`config.mk`:
```
export PLATFORM = sky130hd
export DESIGN_NAME = wb_ram_uploader
export DESIGN_NICKNAME = d
export VERILOG_FILES = /design/src/rtl/archie_ldr_pkg.sv /design/src/rtl/wb_ram_uploader.sv
export SDC_FILE = /design/constraint.sdc
export NUM_CORES = 1
export LEC_CHECK = 0
export BUFFER_PORTS_ARGS = -buffer_cell sky130_fd_sc_hd__buf_2
export CORE_MARGIN = 2
export CORE_UTILIZATION = 39
export CTS_BUF_LIST = sky130_fd_sc_hd__clkbuf_2 sky130_fd_sc_hd__clkbuf_4 sky130_fd_sc_hd__clkbuf_8
export DETAILED_ROUTE_END_ITERATION = 8
export PLACE_DENSITY = 0.66
export REMOVE_ABC_BUFFERS = 1
export SYNTH_ARGS = -nofsm -noshare
export SYNTH_HDL_FRONTEND = slang
export SYNTH_SLANG_ARGS = --single-unit
```
`constraint.sdc`:
```
create_clock -name clk_sys -period 5.1 [get_ports clk_sys]
set_input_delay 0.255 -clock clk_sys [delete_from_list [all_inputs] [get_ports clk_sys]]
set_output_delay 0.255 -clock clk_sys [all_outputs]
set_load 0.1 [all_outputs]
```
`src/rtl/archie_ldr_pkg.sv`:
```
// Shared definitions for the Archimedes RAM loader paths (download mux and upload reader).
package archie_ldr_pkg;

  typedef enum logic [1:0] {IDLE, FETCH, RESP} upl_state_t;

  localparam logic        HALF_LO        = 1'b0;
  localparam logic        HALF_HI        = 1'b1;
  localparam logic [2:0]  WB_CTI_CLASSIC = 3'b000;
  localparam logic [25:0] DEF_BASE_ADDR  = 26'h400000;

  function automatic logic [15:0] sel_half(input logic [31:0] dat, input logic half);
    return (half == HALF_HI) ? dat[31:16] : dat[15:0];
  endfunction

endpackage

```
`src/rtl/wb_ram_uploader.sv`:
```
// Streams an SDRAM region back to the HPS over ioctl upload, 16 bits per ioctl_rd,
// through a wishbone classic read initiator with a one-word cache.
module wb_ram_uploader
  import archie_ldr_pkg::*;
#(
  parameter logic [25:0] BASE_ADDR    = DEF_BASE_ADDR,
  parameter logic [7:0]  UPLOAD_INDEX = 8'd1,
  parameter logic [7:0]  TIMEOUT      = 8'd255
) (
  input  logic        clk_sys,
  input  logic        reset,
  input  logic        ioctl_upload,
  input  logic [7:0]  ioctl_index,
  input  logic        ioctl_rd,
  input  logic [24:0] ioctl_addr,
  output logic [15:0] ioctl_din,
  output logic        ioctl_wait,
  output logic        bus_req,
  output logic        wb_cyc,
  output logic        wb_stb,
  output logic        wb_we,
  output logic [3:0]  wb_sel,
  output logic [2:0]  wb_cti,
  output logic [25:0] wb_adr,
  input  logic [31:0] wb_dat_i,
  input  logic        wb_ack,
  output logic        rd_error
);

  upl_state_t  state_q, state_d;
  logic        stb_q, stb_d;
  logic [25:0] adr_q, adr_d;
  logic [7:0]  cnt_q, cnt_d, cnt_inc;
  logic [15:0] din_q, din_d;
  logic        err_q, err_d;
  logic        valid_q, valid_d;
  logic [21:0] tag_q, tag_d;
  logic        half_q, half_d;
  logic [31:0] data_q, data_d;
  logic        active, active_q, act_rise, hit;
  logic        unused_addr_bits;

  // Bit 0 is always zero and bit 24 lies outside the mapped window.
  assign unused_addr_bits = ^{ioctl_addr[24], ioctl_addr[0]};

  assign active   = ioctl_upload && (ioctl_index == UPLOAD_INDEX);
  assign act_rise = active && !active_q;
  // A read landing on the upload start edge must miss: invalidation wins.
  assign hit      = valid_q && (tag_q == ioctl_addr[23:2]) && !act_rise;
  assign cnt_inc  = cnt_q + 8'd1;

  assign bus_req    = active;
  assign ioctl_wait = (state_q != IDLE) || (ioctl_rd && !hit && active);
  assign ioctl_din  = din_q;
  assign rd_error   = err_q;
  assign wb_cyc     = stb_q;
  assign wb_stb     = stb_q;
  assign wb_we      = 1'b0;
  assign wb_sel     = 4'b1111;
  assign wb_cti     = WB_CTI_CLASSIC;
  assign wb_adr     = adr_q;

  always_comb begin
    state_d = state_q;
    stb_d   = stb_q;
    adr_d   = adr_q;
    cnt_d   = cnt_q;
    din_d   = din_q;
    err_d   = err_q;
    valid_d = valid_q;
    tag_d   = tag_q;
    half_d  = half_q;
    data_d  = data_q;
    if (act_rise) begin
      valid_d = 1'b0;
      err_d   = 1'b0;
    end
    case (state_q)
      IDLE: begin
        if (active && ioctl_rd) begin
          if (hit) begin
            din_d = sel_half(data_q, ioctl_addr[1]);
          end else begin
            tag_d   = ioctl_addr[23:2];
            half_d  = ioctl_addr[1];
            adr_d   = BASE_ADDR + {2'b00, ioctl_addr[23:2], 2'b00};
            stb_d   = 1'b1;
            cnt_d   = 8'd0;
            state_d = FETCH;
          end
        end
      end
      FETCH: begin
        if (!active) begin
          stb_d   = 1'b0;
          valid_d = 1'b0;
          state_d = IDLE;
        end else if (wb_ack) begin
          stb_d   = 1'b0;
          data_d  = wb_dat_i;
          valid_d = 1'b1;
          din_d   = sel_half(wb_dat_i, half_q);
          state_d = RESP;
        end else begin
          cnt_d = cnt_inc;
          if (cnt_inc == TIMEOUT) begin
            stb_d   = 1'b0;
            din_d   = 16'hFFFF;
            err_d   = 1'b1;
            valid_d = 1'b0;
            state_d = RESP;
          end
        end
      end
      RESP:    state_d = IDLE;
      default: state_d = IDLE;
    endcase
  end

  always_ff @(posedge clk_sys) begin
    if (reset) begin
      state_q  <= IDLE;
      stb_q    <= 1'b0;
      adr_q    <= '0;
      cnt_q    <= '0;
      din_q    <= '0;
      err_q    <= 1'b0;
      valid_q  <= 1'b0;
      tag_q    <= '0;
      half_q   <= HALF_LO;
      data_q   <= '0;
      active_q <= 1'b0;
    end else begin
      state_q  <= state_d;
      stb_q    <= stb_d;
      adr_q    <= adr_d;
      cnt_q    <= cnt_d;
      din_q    <= din_d;
      err_q    <= err_d;
      valid_q  <= valid_d;
      tag_q    <= tag_d;
      half_q   <= half_d;
      data_q   <= data_d;
      active_q <= active;
    end
  end

endmodule

```
==> results.md <==
* First-pass GRT wire length at 16,700 um
* Reg clk slew, reported paths at 0.09 ns
* Logic pwr share at 8.5%
* Hold Path Class: in2reg
* Yosys cell types at 45
* Crit path launch type: register
* Iter 0 DRT Violations at 159
* CTS buffer count at 9
* Peak supply drop at 0.000112 V
* Clk_lat worst skew at 0.35 ns
* Worst Path Buf+Inv at 1
* Largest net degree at the start of global routing at between 100 and 150
* GRT busiest layer: met2
* Routed len/inst at 14.4 um
* Hold buffers post-CTS at 0
* Number of vias per cell at between 5 and 6
* Final Hold Fails at 0
* DR vias at 3,754
* Reg power frac at 52.8%
* Initial antenna violation count at 0
* # diodes at 0
* Run status: finished clean
* P_int at 984 uW
* GR Util met1 at between 20 and 25%
* Largest stage delay on the critical path at 0.68 ns
* CTS tree: built
* Required time of the critical path at 4.85 ns
* Main combinational cell family by area after synthesis: simple AND/OR/NAND/NOR gates
* Layout cell share with drive strength beyond 1 at 24.1%
* Synth Area in Compound Gates at 11.8%
* Post-Syn Area at ~0.0046 sq mm
* DP Area at 0.00495 sq mm
* GRT Overall Usage at 16.3%
* Mux cell area share after synthesis at about 16%
* Nets at 649
* Minimum clock period after layout at about 2.8 ns
* First-pass iteration count of the detailed router at 4
* Number of synthesized register bits at 88
* Critical-path maximum fanout at 3
* Period utilisation layout at 55.6%
* Clk sinks at 88
* H-tree depth at 3
* DP HPWL at around 7000 um
* Initial Util at between 40% and 50%
* Leak Pwr at 1.92 nW
* DRC viols at 0
* Switching share of power at 24.4%
* CTS Root Cell: clkbuf_8
* Fillers at 1,106
* Die area at 0.0126 sq mm
* Final instance area at 0.00515 sq mm
* Post_cts resized at 0
* Die width at 112 um
* Post-CTS Setup Bufs at 0
* Yosys warns at 0
* Die height at 112 um
* Clock skew at 0.0137 ns
* Clk buf depth at 2
* Synth Area in Adders at 0.821%
* Met3 usage at 3.13%
* Layout overhead on the synthesized area at 12.8%
* Antenna-violating nets left at 0
* Port buffer count at 111
* Fmax achieved at about 350 MHz
* Max Slew Vio Count at 0
* Critical path's top delay family: simple AND/OR/NAND/NOR gates
* GRT Residual Overflow at 0
* Max-cap viol count at 0
* PwrDens at 252 mW/mm^2
* Unrepaired setup endpoints after global routing: no
* Sequential share of the synthesized area at 38.5%
* Slew at the pin closest to its max-slew limit at 1.21 ns
* GPL Wtd Cong at 0.768
* Synth Area in Simple Gates at 18.6%
* Setup TNS Final at 0 ns
* Avg Inst Size Synth at about 9.0 sq um
* Net switching power of the design at 317 uW
* Crit Path Category: reg2out
* CP Data Arrival Time at about 2.6 ns
* Cells after synthesis at 509
* Final Core Density at ~45%
* Post-Synth XOR/XNOR Area at under 10%
* Row count at 39
* Clock share of power at 38.7%
* Cell chain of the critical path: xnor2_1, nand4_1, nor4_1, nand2_1, a311o_1, buf_2
* Io pins at 125
* Setup-violating endpoint count in the final report at 0
* Critical Path Sink Type: primary output
* GR Util met2 at 28.4%
* Core ar. at around 0.011 sq mm
* Vias in the first global route at 3,544
* CP max-delay cell: nor4_1
* Max-slew headroom at 19.2%
* Drt total wl at 10,400 um
==> routing by layer <==
metal / vias to the layer above / part of all wire (%)
met3: 10 / 3.9
met2: 81 / 51
met4: 0 / 1.5
li1: 1853 / -
met1: 1810 / 44
met5: - / 0
==> state kept, by name, indices dropped and copies added (netlist names) <==
| register | cells |
|---|---|
| active_q | 1 |
| cnt_q | 8 |
| data_q | 32 |
| half_q | 1 |
| ioctl_din | 16 |
| rd_error | 1 |
| state_q | 2 |
| tag_q | 22 |
| valid_q | 1 |
| wb_adr | 3 |
| wb_cyc | 1 |
==> worst paths after layout <==
kind	from	to	depth (start not counted)	slack, ns
max	tag_q[17]$_SDFFE_PP0P_	ioctl_wait	6	2.26
max reg2reg	cnt_q[0]$_SDFFE_PP0P_	ioctl_din[4]$_SDFFE_PP0P_	7	2.32
min reg2reg	data_q[8]$_SDFFE_PP0P_	data_q[8]$_SDFFE_PP0P_	2	0.45
min	wb_dat_i[12]	data_q[12]$_SDFFE_PP0P_	3	0.15
==> cells in the final DEF (no fill, tap or decap), types with 11 or more instances in the layout <==
| cell type | Yosys | layout |
|---|---|---|
| nand3_1 | 14 | 14 |
| nor2_1 | 33 | 33 |
| conb_1 | 2 | 11 |
| buf_2 | 3 | 110 |
| nand2_1 | 73 | 73 |
| a21oi_1 | 39 | 39 |
| nand2b_1 | 17 | 17 |
| a221o_1 | 15 | 15 |
| xnor2_1 | 22 | 22 |
| clkbuf_8 | 0 | 11 |
| mux2i_1 | 74 | 74 |
| dfxtp_1 | 88 | 88 |
==> synth_stat cells <==
library cell  instances  area (sq um)
nor3b_1               1          7.51
o211ai_1              2          15.0
clkinv_1              1          3.75
buf_2                 3          15.0
o21ai_0               3          15.0
o21ba_2               1          10.0
mux2_2                1          11.3
buf_4                33           248
nor2_2                1          6.26
a21oi_1              39           195
or3_1                 6          37.5
nand2b_1             17           106
a2111oi_4             1          27.5
a221oi_1              1          8.76
a211oi_4              1          20.0
clkinv_4              1          8.76
nor4_4                1          21.3
nand4_1               7          43.8
buf_1                 1          3.75
ha_1                  3          37.5
a211oi_2              1          12.5
or2_2                 1          6.26
o22ai_4               1          20.0
and3_1                2          12.5
nor3_1                2          10.0
dfxtp_1              88          1760
buf_6                 4          45.0
inv_1                 3          11.3
nand3b_1              9          67.6
xnor2_1              22           193
nor2b_1               4          25.0
nor2_1               33           124
o22a_1                1          8.76
nand2_1              73           274
clkbuf_1             24          90.1
a221o_1              15           150
clkbuf_4              1          7.51
a211oi_1              1          7.51
nand3_1              14          70.1
nor4_1                2          12.5
mux2i_1              74           741
nand4b_4              1          23.8
conb_1                2          7.51
a31oi_1               6          37.5
a311o_1               1          10.0
==> stage by stage <==
step	power (mW)	hold WS, ns	worst slack (ns)	cells
finish	1.30	0.147	2.26	724
global route	1.36	0.133	2.11	724
CTS	1.32	0.130	2.21	724
detailed placement	0.813	0.443	2.26	708
global placement	0.811	0.437	2.30	708
floorplan	0.760	0.320	1.67	452
==> kinds of logic (layout without fill, tap and decap cells) <==
kind of cell               Yosys count  in the layout
AOI/OAI and AO/OA                   74             74
adders and majority gates            3              3
xor gates and xnor gates            22             22
DFF                                 88             88
and+or+nand+nor                    174            174
buffers and inverters               71            134
other                                2             11
muxes                               75             75
==> worst register-to-register path: cells and delay by family, from the launching register on <==
| kind | cells | cell delay [ns] |
|---|---|---|
| AO/OA/AOI/OAI | 3 | 1.35 |
| adder cells (fa/ha/maj) | 1 | 0.31 |
| flip-flops | 1 | 0.39 |
| multiplexers | 2 | 0.50 |
| AND/OR/NAND/NOR | 1 | 0.13 |
==> layout make-up <==
class	instances	area [sq um]	share of cell area [%]
clock inverters	3	40.0	0.777
inverters	5	23.8	0.461
well taps	143	179	3.47
flip-flops and latches	88	1760	34.2
repair buffers	113	573	11.1
clock buffers	13	166	3.23
multi-input cells	359	2410	46.8
==> power groups by stage <==
stage / sequential, mW / combinational [mW] / clock (mW)
floorplan: 0.704 / 0.0561 / 0
global placement: 0.703 / 0.108 / 0
detailed placement: 0.703 / 0.110 / 0
CTS: 0.687 / 0.111 / 0.520
global route: 0.687 / 0.118 / 0.552
finish: 0.687 / 0.111 / 0.504
Note: power is estimated with default switching activity, not from simulation.
